`src/rtl/issue_scoreboard_pkg.sv`:
```
// rtl/issue_scoreboard_pkg.sv - shared constants, instruction record and unit-stall helper for the issue stage
package issue_scoreboard_pkg;

  localparam int DEFAULT_REG_WIDTH  = 5;
  localparam int DEFAULT_DATA_WIDTH = 32;
  localparam int DEFAULT_OP_WIDTH   = 6;

  localparam logic DEST_ALU = 1'b0;
  localparam logic DEST_LS  = 1'b1;

  typedef struct packed {
    logic                          dest;
    logic [DEFAULT_REG_WIDTH-1:0]  rs1;
    logic [DEFAULT_REG_WIDTH-1:0]  rs2;
    logic [DEFAULT_REG_WIDTH-1:0]  rd;
    logic                          rd_en;
    logic [DEFAULT_OP_WIDTH-1:0]   op;
    logic [DEFAULT_DATA_WIDTH-1:0] imm;
  } instr_t;

  function automatic logic unit_stall(input logic dest, input logic alu_busy,
                                      input logic ls_busy);
    return (dest == DEST_LS) ? ls_busy : alu_busy;
  endfunction

endpackage

```
`src/rtl/issue_scoreboard_busy_table.sv`:
```
// rtl/issue_scoreboard_busy_table.sv - per-register busy bits with set/clear update and three hazard read ports
module issue_scoreboard_busy_table
  import issue_scoreboard_pkg::*;
#(
  parameter int REG_WIDTH = DEFAULT_REG_WIDTH,
  parameter int REG_SIZE  = 2**REG_WIDTH
) (
  input  logic                 clk,
  input  logic                 rst,
  input  logic                 set_en,
  input  logic [REG_WIDTH-1:0] set_idx,
  input  logic                 clr_en,
  input  logic [REG_WIDTH-1:0] clr_idx,
  input  logic [REG_WIDTH-1:0] rd_idx_a,
  input  logic [REG_WIDTH-1:0] rd_idx_b,
  input  logic [REG_WIDTH-1:0] rd_idx_c,
  output logic                 busy_a,
  output logic                 busy_b,
  output logic                 busy_c
);

  logic [REG_SIZE-1:0] busy;

  // Set is applied after clear so a same-index collision leaves the bit set;
  // index 0 is never written, keeping x0 permanently free.
  always_ff @(posedge clk) begin
    if (rst) begin
      busy <= '0;
    end else begin
      if (clr_en && (clr_idx != '0)) busy[clr_idx] <= 1'b0;
      if (set_en && (set_idx != '0)) busy[set_idx] <= 1'b1;
    end
  end

  assign busy_a = busy[rd_idx_a];
  assign busy_b = busy[rd_idx_b];
  assign busy_c = busy[rd_idx_c];

endmodule

```
`src/rtl/issue_scoreboard.sv`:
```
// rtl/issue_scoreboard.sv - single-entry issue buffer with RAW/WAW scoreboard ahead of the register file
module issue_scoreboard
  import issue_scoreboard_pkg::*;
#(
  parameter int REG_WIDTH  = DEFAULT_REG_WIDTH,
  parameter int DATA_WIDTH = DEFAULT_DATA_WIDTH,
  parameter int OP_WIDTH   = DEFAULT_OP_WIDTH
) (
  input  logic                  clk,
  input  logic                  rst,
  input  logic                  dec_valid,
  output logic                  dec_ready,
  input  logic                  dec_dest,
  input  logic [REG_WIDTH-1:0]  dec_rs1,
  input  logic [REG_WIDTH-1:0]  dec_rs2,
  input  logic [REG_WIDTH-1:0]  dec_rd,
  input  logic                  dec_rd_en,
  input  logic [OP_WIDTH-1:0]   dec_op,
  input  logic [DATA_WIDTH-1:0] dec_imm,
  input  logic                  alu_busy,
  input  logic                  ls_busy,
  output logic                  sb_valid,
  output logic                  sb_dest,
  output logic [REG_WIDTH-1:0]  sb_rs1,
  output logic [REG_WIDTH-1:0]  sb_rs2,
  output logic                  exe_valid,
  output logic                  exe_dest,
  output logic [OP_WIDTH-1:0]   exe_op,
  output logic [DATA_WIDTH-1:0] exe_imm,
  output logic [REG_WIDTH-1:0]  exe_rd,
  output logic                  exe_rd_en,
  input  logic                  wb_valid,
  input  logic [REG_WIDTH-1:0]  wb_rd
);

  localparam logic [0:0] ST_EMPTY = 1'b0;
  localparam logic [0:0] ST_HOLD  = 1'b1;

  logic [0:0] state;
  instr_t     ibuf;
  instr_t     exe_q;
  instr_t     dec_ins;
  logic       busy_rs1, busy_rs2, busy_rd;
  logic       hazard;
  logic       accept;
  logic       unused_exe_rs;

  assign dec_ins = '{dest: dec_dest, rs1: dec_rs1, rs2: dec_rs2, rd: dec_rd,
                     rd_en: dec_rd_en, op: dec_op, imm: dec_imm};

  issue_scoreboard_busy_table #(
    .REG_WIDTH (REG_WIDTH)
  ) u_busy (
    .clk      (clk),
    .rst      (rst),
    .set_en   (sb_valid & ibuf.rd_en),
    .set_idx  (ibuf.rd),
    .clr_en   (wb_valid),
    .clr_idx  (wb_rd),
    .rd_idx_a (ibuf.rs1),
    .rd_idx_b (ibuf.rs2),
    .rd_idx_c (ibuf.rd),
    .busy_a   (busy_rs1),
    .busy_b   (busy_rs2),
    .busy_c   (busy_rd)
  );

  // Same-cycle writeback is deliberately not bypassed: the register file
  // reads and writes on one edge, so a cleared register issues next cycle.
  assign hazard    = busy_rs1 | busy_rs2 | (ibuf.rd_en & busy_rd);
  assign sb_valid  = (state == ST_HOLD) & ~hazard
                     & ~unit_stall(ibuf.dest, alu_busy, ls_busy);
  assign dec_ready = (state == ST_EMPTY) | sb_valid;
  assign accept    = dec_valid & dec_ready;

  assign sb_dest = ibuf.dest;
  assign sb_rs1  = ibuf.rs1;
  assign sb_rs2  = ibuf.rs2;

  always_ff @(posedge clk) begin
    if (rst) begin
      state <= ST_EMPTY;
      ibuf  <= '0;
    end else if (accept) begin
      state <= ST_HOLD;
      ibuf  <= dec_ins;
    end else if (sb_valid) begin
      state <= ST_EMPTY;
    end
  end

  always_ff @(posedge clk) begin
    if (rst) begin
      exe_valid <= 1'b0;
      exe_q     <= '0;
    end else begin
      exe_valid <= sb_valid;
      if (sb_valid) exe_q <= ibuf;
    end
  end

  assign exe_dest  = exe_q.dest;
  assign exe_op    = exe_q.op;
  assign exe_imm   = exe_q.imm;
  assign exe_rd    = exe_q.rd;
  assign exe_rd_en = exe_q.rd_en;

  // Source indices travel with the record but are consumed by the register file, not execute.
  assign unused_exe_rs = ^{exe_q.rs1, exe_q.rs2};

endmodule

```
`config.mk`:
```
export PLATFORM = sky130hd
export DESIGN_NAME = issue_scoreboard
export DESIGN_NICKNAME = d
export VERILOG_FILES = /design/src/rtl/issue_scoreboard_pkg.sv /design/src/rtl/issue_scoreboard_busy_table.sv /design/src/rtl/issue_scoreboard.sv
export SDC_FILE = /design/constraint.sdc
export NUM_CORES = 1
export LEC_CHECK = 0
export ABC_AREA = 1
export BUFFER_PORTS_ARGS = -buffer_cell sky130_fd_sc_hd__buf_2
export CAP_MARGIN = 10
export CORE_ASPECT_RATIO = 0.75
export CORE_MARGIN = 10
export CORE_UTILIZATION = 56
export CTS_CLUSTER_DIAMETER = 60
export DETAILED_ROUTE_END_ITERATION = 12
export GPL_ROUTABILITY_DRIVEN = 0
export PLACE_DENSITY_LB_ADDON = 0.1
export SKIP_LAST_GASP = 1
export SYNTH_ARGS = -nofsm -noshare
export SYNTH_HDL_FRONTEND = slang
export SYNTH_HIERARCHICAL = 1
export SYNTH_SLANG_ARGS = --single-unit
```
`constraint.sdc`:
```
create_clock -name clk -period 2.9 [get_ports clk]
set_input_delay 0 -clock clk [delete_from_list [all_inputs] [get_ports clk]]
set_output_delay 0 -clock clk [all_outputs]
set_load 0.01 [all_outputs]
```
==> results.json, run 1 <==
{
  "fin_area_sq_um": 8220,
  "vias": 6935,
  "clkTransAtPathRegs_ns": 0.06,
  "grt_max_degree": 113,
  "cts_tree": "done",
  "synth_fp_nets": 1059,
  "finalSetupTns_ns": 0,
  "layout_common_cells": "233 x nand2_1, 149 x nor2_1, 140 x nand3_1",
  "required_ns": 2.90,
  "grt_pass1_wl_um": 32400,
  "viasPerCell": 5.36,
  "path_cells": "inv_2, nand3_1, nand3_1, nand2_1, nand2_1, nand2_1, nand2_1, nand2_1, nor2_1, nand2_1, o21ai_4, buf_16, buf_2",
  "ys_seq_elements": 134,
  "min_to": "u_busy/busy[3]",
  "yosys_warnings": 6,
  "cp_max_fo": 112,
  "r2r_start": "sb_rs1[1]",
  "start_util_pct": 56.7,
  "hold_slack_ns": 0.00471,
  "status": "complete, no violations",
  "crit_path_max_incr_delay_ns": 0.44,
  "drtAntennaViolNets": 0,
  "dieArea_sq_um": 16400,
  "irDropWorstVdd_mv": 0.489,
  "grt_pass1_vias": 6338,
  "cp-start-kind": "register",
  "arrival_ns": 2.67,
  "htreeDepth": 4,
  "synth_area_sq_um": 6510,
  "startpoint": "sb_rs1[1]",
  "die_y_um": 113,
  "cts_root_buf": "clkbuf_16",
  "placed_cell_area_sq_um": 7020,
  "cts_setup_buffers": 0,
  "cpMostUsedCell": "nand2_1",
  "overflow": 0,
  "die_w_um": 145,
  "areaGrowthSynthToFinish_pct": 26.2,
  "rsz0062_at_grt": "false",
  "critPathBufInv": 3,
  "clkSinkCount": 134,
  "antenna_found_initial": 1,
  "dp_slack_ns": 0.326,
  "ios": 125,
  "yosysUniqueCellTypes": 20,
  "fin_nets": 1202,
  "slew_headroom_pct": 25.4,
  "rows": 34,
  "hold_path_class": "input pin to register",
  "synthCells": 993,
  "maxCapViolCount": 0,
  "crit_cells": 13,
  "reg2regPathDepth": 16,
  "fmax_mhz": 374,
  "drc_errors": 0,
  "finalCritPeriodShare_pct": 92.1,
  "wirelength_um": 20200,
  "first_iter_violations": 700,
  "dpl.hpwl_um": 12600,
  "hold_viol": 0,
  "slowest_stage": "dfxtp_1",
  "clock_latency_ns": 0.42,
  "numCtsBuffers": 17,
  "first_pass_iters": 5,
  "cp-end-kind": "output pin",
  "cts.path.max_buffers": 2,
  "seq_area_frac_synth_pct": 41.2,
  "maxSlewViolCount": 0,
  "hp-start": "wb_rd[0]",
  "io_buffer_count": 124,
  "finalClockSkew_ns": 0.0121,
  "drive_gt1_share_pct": 16.4,
  "cp_top_family": "simple AND/OR/NAND/NOR gates",
  "setup_viol": 0,
  "tightestPinTransition_ns": 1.12,
  "min_period_ns": 2.67,
  "holdPathStages": 4,
  "syn_area_per_cell_sq_um": 6.56,
  "wire_per_inst_um": 15.6,
  "grtUsageTotal_pct": 24.4,
  "final_common_cell": "nand2_1",
  "r2r_end": "exe_imm[16]",
  "power.density_nw_per_um2": 640,
  "core_sq_um": 11500,
  "power.leakage_nw": 4.01,
  "timing.final.ws_setup_ns": 0.229,
  "critical_path_class": "register to output pin",
  "r2r_setup_slack_ns": 0.38
}
[area by class of cell]
| type | count | area, sq um |
|---|---|---|
| sequential | 134 | 2690 |
| clock buffer | 18 | 439 |
| clock inverter | 14 | 189 |
| inverter | 94 | 368 |
| tap | 144 | 180 |
| fill | 961 | 3270 |
| multi-input combinational | 697 | 3050 |
| timing repair buffer | 192 | 1310 |
| antenna | 1 | 2.50 |
[flip-flops by register name (all words and copies together) (netlist names)]
signal and count:
exe_imm 32, state 1, exe_valid 1, sb_rs2 5
exe_dest 1, u_busy/busy 32, exe_rd_en 1, exe_op 6
sb_rs1 5, exe_rd 5, sb_dest 1, ibuf 44
[where the power goes]
group	internal, W	leakage, nW	switching [W]
registers	0.00199	1.10	0.000109
logic	0.000338	2.60	0.000537
clock network	0.00141	0.303	0.000881
[synthesized netlist by cell type]
cell | n | area (sq um)
clkbuf_4 | 2 | 15.0
buf_2 | 8 | 40.0
buf_1 | 5 | 18.8
nand2_1 | 233 | 875
nand4_1 | 4 | 25.0
nor2_2 | 3 | 18.8
clkbuf_1 | 23 | 86.3
inv_2 | 8 | 30.0
nor2_1 | 149 | 559
buf_4 | 20 | 150
a21oi_1 | 89 | 445
nor3_2 | 3 | 30.0
o21ai_0 | 55 | 275
dfxtp_1 | 134 | 2680
o21ai_1 | 20 | 100
inv_6 | 3 | 26.3
buf_6 | 10 | 113
o21ai_2 | 1 | 8.76
inv_1 | 83 | 312
nand3_1 | 140 | 701
[metrics by stage]
step                cells  util (%)  total power, W
finish               1294      71.6         0.00526
global route         1294      71.6         0.00550
CTS                  1293      71.5         0.00526
detailed placement   1205      61.1         0.00293
global placement     1205      61.1         0.00293
floorplan             993         -         0.00271
[layer usage]
layer | track usage, % | vias to the layer above | share of wire (%)
li1 | - | 3462 | -
met3 | 9.14 | 32 | 12
met2 | 36.0 | 329 | 43
met5 | 0 | - | 0
met4 | 6.92 | 0 | 1.5
met1 | 32.6 | 3112 | 44
[logic make-up after synthesis]
logic type,synth area share (%)
and+or+nand+nor,33.9
AOI/OAI and AO/OA,12.7
buffers and inverters,12.1
DFF,41.2
[how the worst max path moves through the flow]
stage	endpoint
after floorplan	u_busy/busy[4]
after global placement	exe_rd_en
after detailed placement	exe_imm[28]
after CTS	dec_ready
after global routing	exe_imm[2]
final	dec_ready
[worst register-to-register path: stages (launching register included)]
cell and delay (ns):
dfxtp_1 0.44, inv_2 0.20, nand3_1 0.10, nand3_1 0.09
nand2_1 0.07, nand2_1 0.06, nand2_1 0.05, nand2_1 0.05
nand2_1 0.06, nor2_1 0.16, nand3_1 0.14, nor2_4 0.11
buf_4 0.43, inv_2 0.07, buf_4 0.23, nor2_1 0.12
nor2_1 0.06
[what timing repair did]
action,CTS,global route
endpoints found under the hold margin,56,0
hold buffers,56,0
resized for setup,0,3
setup endpoints to repair,0,13
(Power assumes the default switching activity.)
==> inputs of run 2 (changes only) <==
- CORE_UTILIZATION: 56 -> 57
- CTS_BUF_LIST: unset -> sky130_fd_sc_hd__clkbuf_8
==> results.json, run 2 (same netlist as run 1, synthesis figures left out) <==
{
  "multi_input_area_sq_um": 3050,
  "cp_top_family": "simple AND/OR/NAND/NOR gates",
  "io_buffer_count": 124,
  "clock_latency_ns": 0.44,
  "topRoutingLayerUsed": "met4",
  "cp-end-kind": "register",
  "cts.repair.resized": 0,
  "wire_per_inst_um": 15.8,
  "fin_nets": 1204,
  "timing.final.ws_setup_ns": 0.329,
  "hold_slack_ns": 0.0280,
  "first_pass_iters": 6,
  "irDropWorstVdd_mv": 0.436,
  "areaGrowthSynthToFinish_pct": 24.1,
  "diodes": 0,
  "ios": 125,
  "grt_pass1_vias": 6388,
  "crit_path_max_incr_delay_ns": 0.36,
  "rows": 33,
  "grt_max_degree": 112,
  "layout_common_cells": "233 x nand2_1, 149 x nor2_1, 140 x nand3_1",
  "seq_area_sq_um": 2680,
  "drtAntennaViolNets": 0,
  "cts_root_buf": "clkbuf_8",
  "min_period_ns": 2.57,
  "viasPerCell": 5.42,
  "critPathBufInv": 2,
  "path_cells": "buf_4, nand2_1, nand3_1, nand3_1, nand2_1, nand2_1, nand2_1, nand2_1, nand2_1, nor2_1, nand3_1, nor2_4, nand2_1, inv_1, nand2_1, nor3_2, nand2_1, a21oi_1",
  "maxCapViolCount": 0,
  "maxSlewViolCount": 0,
  "first_iter_violations": 795,
  "dp_slack_ns": 0.425,
  "wl_met3_um": 2300,
  "grt_pass1_wl_um": 32800,
  "core_sq_um": 11100,
  "cts_setup_buffers": 0,
  "drive_gt1_share_pct": 16.2,
  "wirelength_um": 20400,
  "finalCritPeriodShare_pct": 88.7,
  "finalSetupTns_ns": 0,
  "largest_reg_flops": 44,
  "clkTransAtPathRegs_ns": 0.08,
  "setup_viol": 0,
  "slowest_stage": "dfxtp_1",
  "antenna_found_initial": 0,
  "cts_tree": "done",
  "dieArea_sq_um": 16100,
  "hold_path_class": "input pin to register",
  "stdcell_count": 1291,
  "dpl.hpwl_um": 12700,
  "required_ns": 3.27,
  "drc_errors": 0,
  "status": "complete, no violations",
  "finalClockSkew_ns": 0.0144,
  "wl_met2_um": 8790,
  "tightestPinTransition_ns": 1.08,
  "placedCellCount": 1202,
  "rsz0062_at_grt": "false",
  "numCtsBuffers": 17,
  "power.density_nw_per_um2": 595,
  "start_util_pct": 58.8,
  "critical_path_class": "register to register",
  "cts_hold_buf": 57,
  "htreeDepth": 4,
  "top_register": "ibuf",
  "cp_max_fo": 18,
  "die_y_um": 113,
  "die_w_um": 143,
  "arrival_ns": 2.94,
  "grtUsageTotal_pct": 25.0,
  "power.leakage_nw": 3.95,
  "fillers": 895,
  "hold_viol": 0,
  "cts.path.max_buffers": 2,
  "vias": 6994,
  "clkSinkCount": 134,
  "fmax_mhz": 389,
  "final_common_cell": "nand2_1",
  "cp-start-kind": "register",
  "cpMostUsedCell": "nand2_1",
  "overflow": 0,
  "slew_headroom_pct": 28.0,
  "wl_met1_um": 8870,
  "placed_cell_area_sq_um": 7050,
  "fin_area_sq_um": 8080
}
-- run 2: final timing paths --
check,slack [ns],depth (start not counted),from,to
worst max-delay path,0.33,18,sb_rs2[0],u_busy/busy[14]
worst min-delay path,0.03,4,wb_rd[0],u_busy/busy[1]
worst max register to register,0.33,18,sb_rs2[0],u_busy/busy[14]
worst min register to register,0.47,2,exe_rd_en,exe_rd_en
-- run 2: where the power goes --
group          total (W)  internal [W]  switching, W
combinational   0.000892      0.000347      0.000545
clock            0.00182       0.00107      0.000755
sequential       0.00209       0.00198      0.000106
-- run 2: tightest hold or removal path, cell delays in order --
cell     delay [ns]
buf_2          0.12
nand2_1        0.08
o21ai_0        0.09
a21oi_1        0.14
-- run 2: area by class of cell --
class	instances	area share (%)
multi-input cells	697	37.8
inverters	94	4.55
clock buffers	19	3.24
repair buffers	194	16.6
clock inverters	13	2.49
flip-flops and latches	134	33.2
well taps	140	2.17
-- run 2: stage by stage --
stage,util [%],total power [W]
2_1_floorplan,-,0.00271
3_3_place_gp,63.7,0.00293
3_5_place_dp,63.7,0.00294
4_1_cts,73.0,0.00480
5_1_grt,73.0,0.00503
6_report,73.0,0.00481
-- run 2: metal layers --
layer  up-vias  GRT usage, %
li1       3481             -
met1      3116          32.9
met2       347          36.9
met3        50          8.64
met4         0          9.84
met5         -             0
==> inputs of run 3 (changes only) <==
==> constraint.sdc (replaced) <==
create_clock -name clk -period 2.9 [get_ports clk]
set_input_delay 0.435 -clock clk [delete_from_list [all_inputs] [get_ports clk]]
set_output_delay 0.435 -clock clk [all_outputs]
set_load 0.01 [all_outputs]
==> results.json, run 3 (same netlist as run 1, synthesis figures left out) <==
{
  "status": "complete, no violations",
  "largest_reg_flops": 44,
  "finalCritPeriodShare_pct": 92.5,
  "ios": 125,
  "slew_headroom_pct": 57.9,
  "viasPerCell": 5.38,
  "clock_latency_ns": 0.43,
  "grt_pass1_vias": 5929,
  "seqPwrFrac_pct": 45.5,
  "p_sw_w": 0.00140,
  "dieArea_sq_um": 16100,
  "finalClockSkew_ns": 0.0141,
  "first_pass_iters": 6,
  "layout_common_cells": "233 x nand2_1, 148 x nor2_1, 139 x nand3_1",
  "drtAntennaViolNets": 0,
  "maxCapViolCount": 0,
  "overflow": 0,
  "rows": 33,
  "clockPowerShare_pct": 35.4,
  "r2r_setup_slack_ns": 0.31,
  "grtUsageTotal_pct": 23.3,
  "fmax_mhz": 373,
  "cp_max_fo": 18,
  "clkTransAtPathRegs_ns": 0.08,
  "wire_per_inst_um": 15.8,
  "grt_pass1_wl_um": 30600,
  "maxSlewViolCount": 0,
  "vias": 6713,
  "core_sq_um": 11100,
  "antenna_found_initial": 0,
  "arrival_ns": 2.25,
  "top_register": "ibuf",
  "drive_gt1_share_pct": 18.6,
  "die_w_um": 143,
  "cts.path.max_buffers": 2,
  "tightestPinTransition_ns": 0.629,
  "cts_root_buf": "clkbuf_8",
  "drc_errors": 0,
  "fin_nets": 1160,
  "power.leakage_nw": 3.78,
  "timing.final.ws_setup_ns": 0.217,
  "stdcell_count": 1247,
  "p_sw_share_pct": 30.4,
  "rsz0062_at_grt": "false",
  "pwr-share-comb_pct": 19.2,
  "holdPathStages": 5,
  "internal_power_w": 0.00320,
  "die_y_um": 113,
  "htreeDepth": 4,
  "reg2regPathDepth": 18,
  "hold_viol": 0,
  "areaGrowthSynthToFinish_pct": 17.2,
  "critical_path_class": "register to output pin",
  "cp-end-kind": "output pin",
  "diodes": 0,
  "dp_slack_ns": 0.253,
  "min_period_ns": 2.68,
  "grt_max_degree": 99,
  "dpl.hpwl_um": 13000,
  "numCtsBuffers": 17,
  "hold_path_class": "input pin to register",
  "hp-start": "dec_imm[15]",
  "first_iter_violations": 735,
  "required_ns": 2.47,
  "cp-start-kind": "register",
  "start_util_pct": 58.8,
  "r2r_start": "sb_rs2[0]",
  "io_buffer_count": 124,
  "wirelength_um": 19700,
  "placedCellCount": 1208,
  "setup_viol": 0,
  "clkSinkCount": 134,
  "hold_slack_ns": 0.313,
  "final_core_util_pct": 68.9,
  "final_common_cell": "nand2_1",
  "cts_tree": "done",
  "power.density_nw_per_um2": 602,
  "finalSetupTns_ns": 0,
  "r2r_end": "u_busy/busy[6]",
  "irDropWorstVdd_mv": 0.412,
  "min_to": "ibuf[15]"
}
[run 3: repair_timing]
action                     4_1_cts  5_1_grt
setup buffers                    0        5
cloned                           0        2
pin swaps                        0        1
hold buffers                     0        0
gates resized for setup          4        9
setup endpoints to repair        1       17
[run 3: cell type report]
type | count | area (sq um)
inverter | 94 | 368
sequential | 134 | 2690
clock buffer | 22 | 303
clock inverter | 10 | 118
tap | 140 | 175
fill | 1015 | 3440
multi-input combinational | 697 | 3060
timing repair buffer | 150 | 915
[run 3: per-layer routing]
metal | vias up | global-route usage, % | part of all wire [%]
met2 | 326 | 32.8 | 41
met4 | 0 | 4.41 | 1.2
li1 | 3375 | - | -
met5 | - | 0 | 0
met1 | 2983 | 33.3 | 45
met3 | 29 | 8.47 | 12
[run 3: power groups by stage]
stage	Sequential, W	Combinational [W]	Clock, W
floorplan	0.00213	0.000571	0
CTS	0.00209	0.000837	0.00165
global route	0.00211	0.000985	0.00172
detailed placement	0.00213	0.000827	0
finish	0.00209	0.000880	0.00163
global placement	0.00212	0.000816	0
[run 3: worst max path at each step]
| stage | from | to |
|---|---|---|
| 6_report | sb_rs2[0] | sb_valid |
| 5_1_grt | sb_rs2[0] | u_busy/busy[4] |
| 4_1_cts | sb_rs1[1] | sb_valid |
| 3_5_place_dp | ibuf[40] | sb_valid |
| 3_3_place_gp | sb_rs1[0] | sb_valid |
| 2_1_floorplan | ibuf[39] | u_busy/busy[4] |
[run 3: critical path: stages, from the launching register on]
cell and delay [ns]:
dfxtp_1 0.36, buf_6 0.17, nand2_1 0.07, nand3_1 0.10, nand3_1 0.11, nand2_1 0.06
nand2_1 0.05, nand2_1 0.05, nand2_1 0.05, nand2_1 0.08, nor2_4 0.13, nand3_2 0.09
nor2_4 0.22, buf_12 0.15, buf_2 0.13
[run 3: through the flow]
stage	area (sq um)	power [W]
3_5_place_dp	7080	0.00295
6_report	7630	0.00460
3_3_place_gp	7080	0.00294
2_1_floorplan	6510	0.00271
5_1_grt	7630	0.00481
4_1_cts	7510	0.00457
